**config.mk**
```make
export PLATFORM = sky130hd
export DESIGN_NAME = div_unit
export DESIGN_NICKNAME = d
export VERILOG_FILES = /design/src/rtl/div_pkg.sv /design/src/rtl/div_step.sv /design/src/rtl/div_unit.sv
export SDC_FILE = /design/constraint.sdc
export NUM_CORES = 1
export LEC_CHECK = 0
export CAP_MARGIN = 20
export CORE_ASPECT_RATIO = 0.9
export CORE_MARGIN = 4
export CORE_UTILIZATION = 31
export CTS_BUF_LIST = sky130_fd_sc_hd__clkbuf_4 sky130_fd_sc_hd__clkbuf_8
export DETAILED_ROUTE_END_ITERATION = 8
export GPL_TIMING_DRIVEN = 0
export PLACE_DENSITY = 0.49
export REMOVE_ABC_BUFFERS = 1
export SLEW_MARGIN = 20
export SYNTH_ARGS = -nofsm -noshare
export SYNTH_HDL_FRONTEND = slang
export SYNTH_SLANG_ARGS = --single-unit
```
**constraint.sdc**
```tcl
create_clock -name clk -period 5.29 [get_ports clk]
set_input_delay 1.058 -clock clk [delete_from_list [all_inputs] [get_ports clk]]
set_output_delay 1.058 -clock clk [all_outputs]
set_load 0.05 [all_outputs]
```
**src/rtl/div_pkg.sv**
```systemverilog
// Shared definitions for the iterative divider: FSM states and a two's-complement negate helper.
package div_pkg;

  localparam int DIV_WIDTH = 32;
  localparam int DIV_MAX_W = 64;

  typedef enum logic [1:0] {IDLE, BUSY, FIX, DONE} div_state_t;

  // Callers narrow the result back to their own operand width.
  function automatic logic [DIV_MAX_W-1:0] negWide(input logic [DIV_MAX_W-1:0] v);
    return ~v + DIV_MAX_W'(1);
  endfunction

endpackage

```
**src/rtl/div_step.sv**
```systemverilog
// One restoring-division iteration: shift in the next dividend bit, trial-subtract the divisor.
module div_step #(
  parameter int WIDTH = 32
) (
  input  logic [WIDTH:0]   remIn,
  input  logic [WIDTH-1:0] divisor,
  input  logic             dividendBit,
  output logic [WIDTH:0]   remOut,
  output logic             qBit
);

  logic [WIDTH+1:0] diff;

  // NOTE: every output is assigned on every path through this block, so no latch can be inferred.
  always_comb begin
    diff   = {remIn, dividendBit} - {2'b00, divisor};
    qBit   = ~diff[WIDTH+1];
    remOut = qBit ? diff[WIDTH:0] : {remIn[WIDTH-1:0], dividendBit};
  end

endmodule

```
**src/rtl/div_unit.sv**
```systemverilog
// Iterative radix-2 restoring divider (DIV/DIVU) with a stall handshake toward the hazard unit.
// Define DIV_ZERO_FAST_EN to finish a divide-by-zero in one cycle instead of the full iteration run.
module div_unit
  import div_pkg::*;
#(
  parameter int WIDTH = DIV_WIDTH,
  parameter int CNT_W = $clog2(WIDTH)
) (
  input  logic             clk,
  input  logic             rst,
  input  logic             start,
  input  logic             signed_div,
  input  logic [WIDTH-1:0] a,
  input  logic [WIDTH-1:0] b,
  input  logic             ack,
  input  logic             flush,
  output logic             stall_req,
  output logic             done,
  output logic [WIDTH-1:0] hi,
  output logic [WIDTH-1:0] lo
);

  function automatic logic [WIDTH-1:0] negW(input logic [WIDTH-1:0] v);
    return WIDTH'(negWide(DIV_MAX_W'(v)));
  endfunction

  div_state_t       state;
  logic [CNT_W-1:0] cnt;
  logic [WIDTH:0]   rem;
  logic [WIDTH-1:0] quo;
  logic [WIDTH-1:0] divisor;
  logic [WIDTH-1:0] aOrig;
  logic             signQ;
  logic             signR;
  logic             bZero;
  logic             aNeg;
  logic             bNeg;
  logic             accept;
  logic [WIDTH:0]   stepRem;
  logic             stepQ;

  assign aNeg   = signed_div & a[WIDTH-1];
  assign bNeg   = signed_div & b[WIDTH-1];
  assign accept = (state == IDLE) && start && !flush;

  // Combinational so the hazard unit freezes E in the very cycle the divide is accepted.
  assign stall_req = accept || (!flush && (state == BUSY || state == FIX));

  // quo doubles as the dividend shifter: its MSB feeds the step, quotient bits enter at the LSB.
  div_step #(.WIDTH(WIDTH)) uStep (
    .remIn      (rem),
    .divisor    (divisor),
    .dividendBit(quo[WIDTH-1]),
    .remOut     (stepRem),
    .qBit       (stepQ)
  );

  // NOTE: state is updated with non-blocking assignments so every register samples pre-edge values.
  always_ff @(posedge clk) begin
    if (rst) begin
      // NOTE: datapath registers are reset as well; they are few and this keeps simulation X-free.
      state   <= IDLE;
      cnt     <= '0;
      rem     <= '0;
      quo     <= '0;
      divisor <= '0;
      aOrig   <= '0;
      signQ   <= 1'b0;
      signR   <= 1'b0;
      bZero   <= 1'b0;
      hi      <= '0;
      lo      <= '0;
      done    <= 1'b0;
    end else if (flush) begin
      state <= IDLE;
      done  <= 1'b0;
    end else begin
      unique case (state)
        IDLE: begin
          if (start) begin
            aOrig   <= a;
            quo     <= aNeg ? negW(a) : a;
            divisor <= bNeg ? negW(b) : b;
            signQ   <= aNeg ^ bNeg;
            signR   <= aNeg;
            bZero   <= (b == '0);
            rem     <= '0;
            cnt     <= '0;
`ifdef DIV_ZERO_FAST_EN
            if (b == '0) begin
              hi    <= a;
              lo    <= '1;
              done  <= 1'b1;
              state <= DONE;
            end else begin
              state <= BUSY;
            end
`else
            state   <= BUSY;
`endif
          end
        end
        BUSY: begin
          rem <= stepRem;
          quo <= {quo[WIDTH-2:0], stepQ};
          if (cnt == CNT_W'(WIDTH - 1)) begin
            state <= FIX;
          end else begin
            cnt <= cnt + CNT_W'(1);
          end
        end
        FIX: begin
          // Divide-by-zero is forced here rather than trusting what the iterations left behind.
          if (bZero) begin
            hi <= aOrig;
            lo <= '1;
          end else begin
            lo <= signQ ? negW(quo) : quo;
            hi <= signR ? negW(rem[WIDTH-1:0]) : rem[WIDTH-1:0];
          end
          done  <= 1'b1;
          state <= DONE;
        end
        DONE: begin
          if (ack) begin
            done  <= 1'b0;
            state <= IDLE;
          end
        end
        default: state <= IDLE;
      endcase
    end
  end

endmodule

```
# [Word level (Yosys, flattened, before mapping)]
# Index checks and enable logic that the tools add are counted.
[classes] add_sub_neg=6 n_mul=0 div_mod_pow=0 n_lt_le_gt_ge=0 eq_ne=8 shifts=0 n_mux=20 n_bitwise=9 n_reduce_logical=17
[ops] cell="$mux 32" n=7
[ops] cell="$add 32x1->32 const B" n=4
[ops] cell="$not 32->32" n=4
[ops] cell="$mux 33" n=2
[ops] cell="$pmux 33 s2" n=1
[ops] cell="$pmux 32 s2" n=1
[ops] cell="$sub 34x32->34" n=1
[ops] cell="$logic_not 32->1" n=1
[ops] cell="$mux 5" n=2
[ops] cell="$pmux 5 s2" n=1
[ops] cell="$reduce_and 3->1" n=3
[ops] cell="$pmux 2 s4" n=1
[ops] cell="$mux 2" n=3
[ops] cell="$ne 2x2->1 const B" n=3
[ops] cell="$add 5x1->5 const B" n=1
[ops] cell="$eq 5x5->1 const B" n=1
[ops] cell="$eq 2x2->1 const B" n=2
[ops] cell="$reduce_and 2->1" n=2
[ops] cell="$reduce_and 4->1" n=1
[ops] cell="$reduce_bool 2->1" n=2
[ops] cell="$logic_and 1x1->1" n=3
[ops] cell="$and 1x1->1" n=2
[ops] cell="$eq 2x1->1 const B" n=1
[ops] cell="$logic_not 2->1" n=1
[ops] cell="other kinds (8)" n=10
[word_totals] reg_bits=204 latch_bits=0 ram_bits=0 rom_bits=0 inputBits=70 out_inout_bits=66 wordCells=72 mem_count=0

# [Depth between registers and ports, before layout]
# Gate-level depths: netlist of run 1.
[logic_depth] word_depth=5 ltp_mapped=13 mapped_depth_nobuf=13

# [Modules after synthesis]
# A second synthesis of run 1 with hierarchy kept.
[unflattened] hier_cells=1725 area_unflattened_um2=13304.0
[by_module_without_submodules] module="div_unit" instances=1 cells_per_inst=1397 area_each_um2=11133.2 seq_area_each_um2=4083.9
[by_module_without_submodules] module="div_step" instances=1 cells_per_inst=328 area_each_um2=2170.8 seq_area_each_um2=0.0

# [Least setup slack after synthesis of run 1]
# Ideal clock, no wire load.
[synth_timing] path_kind="input-to-output" startpoint="in flush" endpoint="out stall_req" arrival_time_ns=2.609 t_required_ns=4.232 slack_ns=1.623 cell_stages=5 path_buffers=3 cell_sequence="clkbuf_1 -> nand3b_1 -> clkbuf_1 -> clkbuf_1 -> o21ai_0"
[synth_via] elab_chain_len=3 elab_cells_between_ends=4 cone_classes="4 x reduce/logical"
[synth_rtl] item="start: declaration" line_no="div_unit.sv:16" source="input logic flush,"
[synth_rtl] item="$logic_not 1->1 *" line_no="div_unit.sv:44, div_unit.sv:47"
[synth_rtl] item="$logic_and 1x1->1 (on tied branches)" line_no="div_unit.sv:44, div_unit.sv:47"
[synth_rtl] item="$logic_or 1x1->1 *" line_no="div_unit.sv:47" source="assign stall_req = accept || (!flush && (state == BUSY || state == FIX));"
[synth_rtl] item="end: declaration" line_no="div_unit.sv:17" source="output logic stall_req,"
# Every way passes the cells marked *; elsewhere a longest branch is shown, timed or not.

# [Worst setup path in the final report of run 1]
# Same ends and word-level chain as after synthesis.

==> results of run 1 <==
## registers in the layout (all words and copies together), names as in the netlist, 2 cells and up
name / count
hi: 32
quo: 32
divisor: 32
aOrig: 32
state: 2
rem: 33
lo: 32
cnt: 5
## metrics by stage
stage	setup TNS, ns	setup WS, ns
floorplan	-109.59	-1.56
global placement	-650.35	-5.63
detailed placement	0	0.642
CTS	0	0.707
global route	0	0.452
finish	0	0.719
## kinds of logic (layout without fill, tap and decap cells)
| kind of cell | count (synthesis) | after routing | share of synthesized area, % |
|---|---|---|---|
| muxes | 35 | 35 | 2.90 |
| xor gates and xnor gates | 141 | 141 | 10.2 |
| AOI/OAI and AO/OA | 439 | 439 | 22.2 |
| DFF | 204 | 204 | 33.7 |
| and+or+nand+nor | 595 | 595 | 21.8 |
| other | 0 | 1 | 0 |
| adders and majority gates | 43 | 43 | 4.50 |
| buffers and inverters | 152 | 286 | 4.74 |
## final timing paths
kind	from	endpoint	slack [ns]	depth (start not counted)
min	hi[1]	hi[1]	0.45	2
min reg2reg	hi[1]	hi[1]	0.45	2
max reg2reg	quo[31]	rem[8]	0.83	16
max	flush	stall_req	0.72	4
## synth_stat cells (42+ instances only)
cell | instances | area (um2)
a21oi_1 | 124 | 621
xor2_1 | 75 | 657
a211oi_1 | 47 | 353
nor2_1 | 119 | 447
clkbuf_1 | 80 | 300
nand2_1 | 298 | 1120
dfxtp_1 | 204 | 4080
inv_1 | 57 | 214
o21ai_0 | 123 | 616
ha_1 | 42 | 526
xnor2_1 | 66 | 578
nand3_1 | 48 | 240
## power by group
group / internal, uW / switching [uW] / total [uW]
Combinational: 258 / 359 / 617
Clock: 1020 / 716 / 1730
Sequential: 1590 / 46.5 / 1630
## layer usage
metal	track usage [%]	routed length, um
met1	22.4	17500
met2	25.8	15500
met3	2.58	1310
met4	4.65	787
met5	0	0
## layout make-up
type | count | area [um2]
diodes | 1 | 2.50
clock buffers | 64 | 806
clock inverters | 7 | 70.1
fillers | 4055 | 23400
inverters | 57 | 214
multi-input cells | 1253 | 7520
flip-flops and latches | 204 | 4090
well taps | 525 | 657
repair buffers | 158 | 1660
## tightest hold or removal path, delay by kind of cell (launching register included)
family             cells  cell delay [ns]
DFF                    1             0.31
AOI/OAI and AO/OA      1             0.05
and+or+nand+nor        1             0.05
## cell usage in the layout (no fill, tap or decap), types with 52 or more instances in the layout
cell / synthesis / final
a21oi_1: 124 / 124
nor2_1: 119 / 115
xnor2_1: 66 / 66
o21ai_0: 123 / 123
clkdlybuf4s50_1: 0 / 134
clkbuf_8: 0 / 52
xor2_1: 75 / 75
nand2_1: 298 / 298
dfxtp_1: 204 / 203
inv_1: 57 / 57
==> key figures, run 1 <==
Timing
  • Final setup viols: 0
  • Period utilization: between 80% and 90%
  • Hold slack: 0.455 ns
  • Slew Viols, Final: 0
  • Period minus WS final: roughly 4.6 ns
  • Slew headroom: 31.9%
  • Unrepaired setup endpoints after global routing: no
  • Final Hold Viols: 0
  • Worst Clk Skew: 0.0324 ns
  • FMAX: 219 MHz
  • Worst Tran Pin Value: 1.02 ns

GRT
  • First-pass GRT wire length: 57400 um
  • Initial antenna violation count: 1
  • GRT Total Usage: 16.1%
  • Largest net degree at the start of global routing: 91
  • Number of global-route vias before repair: 11000
  • GRT Residual Overflow: 0

Pwr
  • PD cells: 265 nW/um2
  • Peak VDD IR: 0.112 mV
  • Pwr Total: 3980 uW
  • Leak pwr: roughly 0.0053 uW

Finish
  • Final Util: between 30% and 40%
  • Share of post-route cells with drive strength above 1: 6.83%
  • Area grow syn2layout: 23.8%
  • Finished Cell Area: around 15000 um2
  • Non-filler cells in the finished layout: around 2300
  • Final net count: 1828

Floorplanning
  • Horiz. Die Dim: around 220 um
  • FP Rows: a little under 70
  • Die Y-Extent: 196 um
  • Core area: 38500 um2
  • Die area: ~42000 um2
  • Initial core utilization: 31.5%
  • I/O pins: between 100 and 150

Clock tree
  • CTS root buf: clkbuf_8
  • Sink Count: 204
  • Post-CTS Setup Bufs: 0
  • Post_cts resized: 0
  • CTS tree: yes
  • Cts bufs inserted: 41
  • Hold_buf cts: 0
  • Worst-path clk slew: 0.06 ns
  • Htree depth: 2
  • CTS Buffer Depth: 3
  • Clock Latency Late Sink: 0.56 ns

Drt
  • Via-per-instance ratio: 4.97
  • Residual DRC: 0
  • WL final: approximately 35000 um
  • Routed len/inst: 15.5 um
  • Antenna viol nets, final: 0
  • Vias: 11300
  • Initial DRC Count: between 500 and 600
  • TritonRoute pass-1 iters: 5

Critical path
  • Most frequent CP cell: clkdlybuf4s50_1
  • Slowest stage delay, CP: between 0.8 and 0.9 ns
  • Worst path bufs/invs: 2
  • Worst Path Arrival: ~3.5 ns
  • Cell Chain, Critical Path: clkdlybuf4s50_1, nand3b_1, o21ai_0, clkdlybuf4s50_1
  • Endpoint type of the worst setup path: primary output
  • Critical Path RT: about 4.2 ns
  • Worst path slowest cell: clkdlybuf4s50_1
  • Critical-path maximum fanout: 10
  • CP Launch Type: input port
  • Critical path type: input port to primary output
  • Delay-heaviest family, CP: buffers and inverters

Logic synthesis
  • Post-synth EDFFs: 0
  • Total number of yosys warnings: 0
  • Async set-reset flop share out of synthesis: 0%
  • Synth Register Bits: just over 200
  • Distinct cells, synth: 61
  • Mapped Cells: approximately 1600
  • Register area share after synthesis: around 34%
  • Post-Syn Area: 12100 um2
  • Top FF cell, synth: dfxtp_1
  • Syn avg cell area: roughly 7.5 um2

Placement
  • Port bufs: 135
  • Routability cong.: roughly 0.82
  • Placed cell area: 14100 um2
  • Placed cell count: 2196
  • Post-DP HPWL: between 20000 and 30000 um

Min path
  • Hold crit path type: flop to flop

Job
  • Max-Cap Viols: 0

Outcome
  • Outcome: complete, no violations
(Power assumes the default switching activity.)
==> inputs of run 2 (changes only) <==
--- a/config.mk
+++ b/config.mk
@@ -11,10 +11,8 @@
 export CORE_UTILIZATION = 31
 export CTS_BUF_LIST = sky130_fd_sc_hd__clkbuf_4 sky130_fd_sc_hd__clkbuf_8
 export DETAILED_ROUTE_END_ITERATION = 8
-export GPL_TIMING_DRIVEN = 0
 export PLACE_DENSITY = 0.49
 export REMOVE_ABC_BUFFERS = 1
-export SLEW_MARGIN = 20
 export SYNTH_ARGS = -nofsm -noshare
 export SYNTH_HDL_FRONTEND = slang
 export SYNTH_SLANG_ARGS = --single-unit
==> run 2 against run 1 <==
  * Critical path depth increased by 9
  * Largest cell class unchanged
  * Worst hold slack got worse by 0.0027 ns
  * Register-to-register slack improved by 0.58 ns
  * Power decreased by 4.7%
  * Sequential power about the same
  * Core utilization decreased by 0.72 points
  * Flip-flop and latch count unchanged
  * Setup slack improved by 0.69 ns
==> key figures, run 2 (same netlist as run 1, synthesis figures left out) <==
Timing
  • Period utilization: 73.3%
  • Unrepaired setup endpoints after global routing: no
  • Slew Viols, Final: 0
  • Worst Clk Skew: between 0.02 and 0.03 ns
  • Worst Tran Pin Value: about 1.1 ns
  • Final setup viols: 0
  • Slew headroom: 27.9%
  • Hold slack: 0.452 ns
  • Setup TNS: 0 ns
  • Final Hold Viols: 0
  • Period minus WS final: between 3 and 4 ns
  • FMAX: 258 MHz

GRT
  • Initial antenna violation count: 1
  • GRT Residual Overflow: 0
  • Largest net degree at the start of global routing: 99
  • First-pass GRT wire length: approximately 60000 um
  • GRT Total Usage: 16.4%
  • Number of global-route vias before repair: 11000

Drt
  • Via-per-instance ratio: around 5
  • Vias: roughly 11000
  • Residual DRC: 0
  • Initial DRC Count: 567
  • Antenna viol nets, final: 0
  • Routed len/inst: roughly 16 um
  • TritonRoute pass-1 iters: 5
  • WL final: 35600 um

Clock tree
  • Clock Latency Late Sink: 0.56 ns
  • Sink Count: 204
  • Htree depth: 2
  • Worst-path clk slew: 0.06 ns
  • Cts bufs inserted: 39
  • Hold_buf cts: 0
  • CTS Buffer Depth: 3
  • Post-CTS Setup Bufs: 0
  • CTS root buf: clkbuf_8
  • CTS tree: yes
  • Post_cts resized: 0

Finish
  • Most frequent cells in the layout: 298 x nand2_1, 203 x dfxtp_1, 133 x clkdlybuf4s50_1, 124 x a21oi_1, 123 x o21ai_0
  • Share of post-route cells with drive strength above 1: ~6.1%
  • Largest reg by FF count: rem
  • Max reg flops: 33
  • Final Util: roughly two fifths
  • Area grow syn2layout: 21.6%
  • Commonest non-fill, non-tap cell in the layout: nand2_1
  • Final net count: 1824

Placement
  • Port bufs: 135
  • Post-DP HPWL: 26000 um
  • Routability cong.: 0.820

Critical path
  • Endpoint type of the worst setup path: flop
  • Cell Chain, Critical Path: inv_1, ha_1, inv_1, fa_1, a211oi_1, o211ai_1, a21oi_1, o41ai_1, a221oi_1, nor2_1, o41ai_1, a2bb2oi_1, o211ai_1
  • Critical-path maximum fanout: 5
  • Worst Path Arrival: 4.29 ns
  • Critical path type: flop to flop
  • CP Launch Type: flop
  • Worst path slowest cell: a221oi_1
  • Crit path depth: 13
  • Critical Path RT: 5.70 ns
  • R2R setup slack: 1.41 ns
  • Delay-heaviest family, CP: compound AO/OA/AOI/OAI gates
  • Critical path endpoint: rem[32]
  • Worst r2r path cells: 13
  • RR Endpoint: rem[32]
  • R2r startpoint: quo[31]
  • Slowest stage delay, CP: 0.70 ns
  • Worst path bufs/invs: 2
  • CP startpoint: quo[31]

Pwr
  • Peak VDD IR: approximately 0.12 mV
  • Pwr Total: between 3000 and 4000 uW
  • PD cells: 258 nW/um2
  • Leak pwr: between 0.005 and 0.006 uW

Floorplanning
  • Horiz. Die Dim: between 200 and 250 um
  • FP Rows: 68
  • Die Y-Extent: 196 um
  • Die area: approximately 42000 um2
  • Core area: about 38000 um2
  • Initial core utilization: a little under a third
  • I/O pins: roughly 140

Outcome
  • Outcome: complete, no violations

Min path
  • Hold_sp: hi[9]
  • Hold crit path type: flop to flop

Job
  • Max-Cap Viols: 0
run 2: cell types whose count changed in the layout (fill, tap and decap cells not counted), moves of 2 or more:
cell,previous run,this run
diode_2,1,3
nor2_4,3,0
clkbuf_4,12,9
buf_12,4,1
clkbuf_8,52,47
buf_4,11,21
buf_16,3,0
nor2_2,1,3
buf_6,5,0
run 2: tightest hold or removal path: cells and delay by family (launching register included):
kind / cells / cell delay (ns)
simple gates: 1 / 0.05
compound gates: 1 / 0.05
flops: 1 / 0.30
run 2: report_power, final:
part	internal [uW]	switching [uW]	total [uW]
Combinational	249	361	609
Sequential	1590	44.4	1630
Clock	866	690	1560
run 2: through the flow:
stage          worst slack [ns]  std cells  area [um2]
6_report                   1.41       2260       14700
5_1_grt                   0.956       2258       14700
4_1_cts                    1.41       2257       14700
3_5_place_dp               1.05       2195       14000
3_3_place_gp               1.09       2194       14000
2_1_floorplan             -1.56       1514       11800
run 2: layer usage:
layer | wire length, um | vias up | global-route usage (%)
met2 | 15300 | 209 | 26.0
met3 | 1380 | 64 | 2.55
met4 | 932 | 0 | 4.88
met1 | 18000 | 5069 | 23.2
li1 | - | 5862 | -
met5 | 0 | - | 0
run 2: final cells by class:
class / count / area [um2]
fillers: 4096 / 23700
well taps: 525 / 657
clock inverters: 6 / 45.0
inverters: 57 / 214
flip-flops and latches: 204 / 4090
clock buffers: 56 / 714
diodes: 3 / 7.51
repair buffers: 156 / 1520
multi-input cells: 1253 / 7490
run 2: worst min path at each step:
stage / end / slack (ns) / cells past startpoint
after floorplan: divisor[31] / 0.43 / 2
after global placement: aOrig[28] / 0.44 / 2
after detailed placement: aOrig[29] / 0.45 / 2
after CTS: hi[24] / 0.46 / 2
after global routing: hi[4] / 0.47 / 2
final: hi[9] / 0.45 / 2
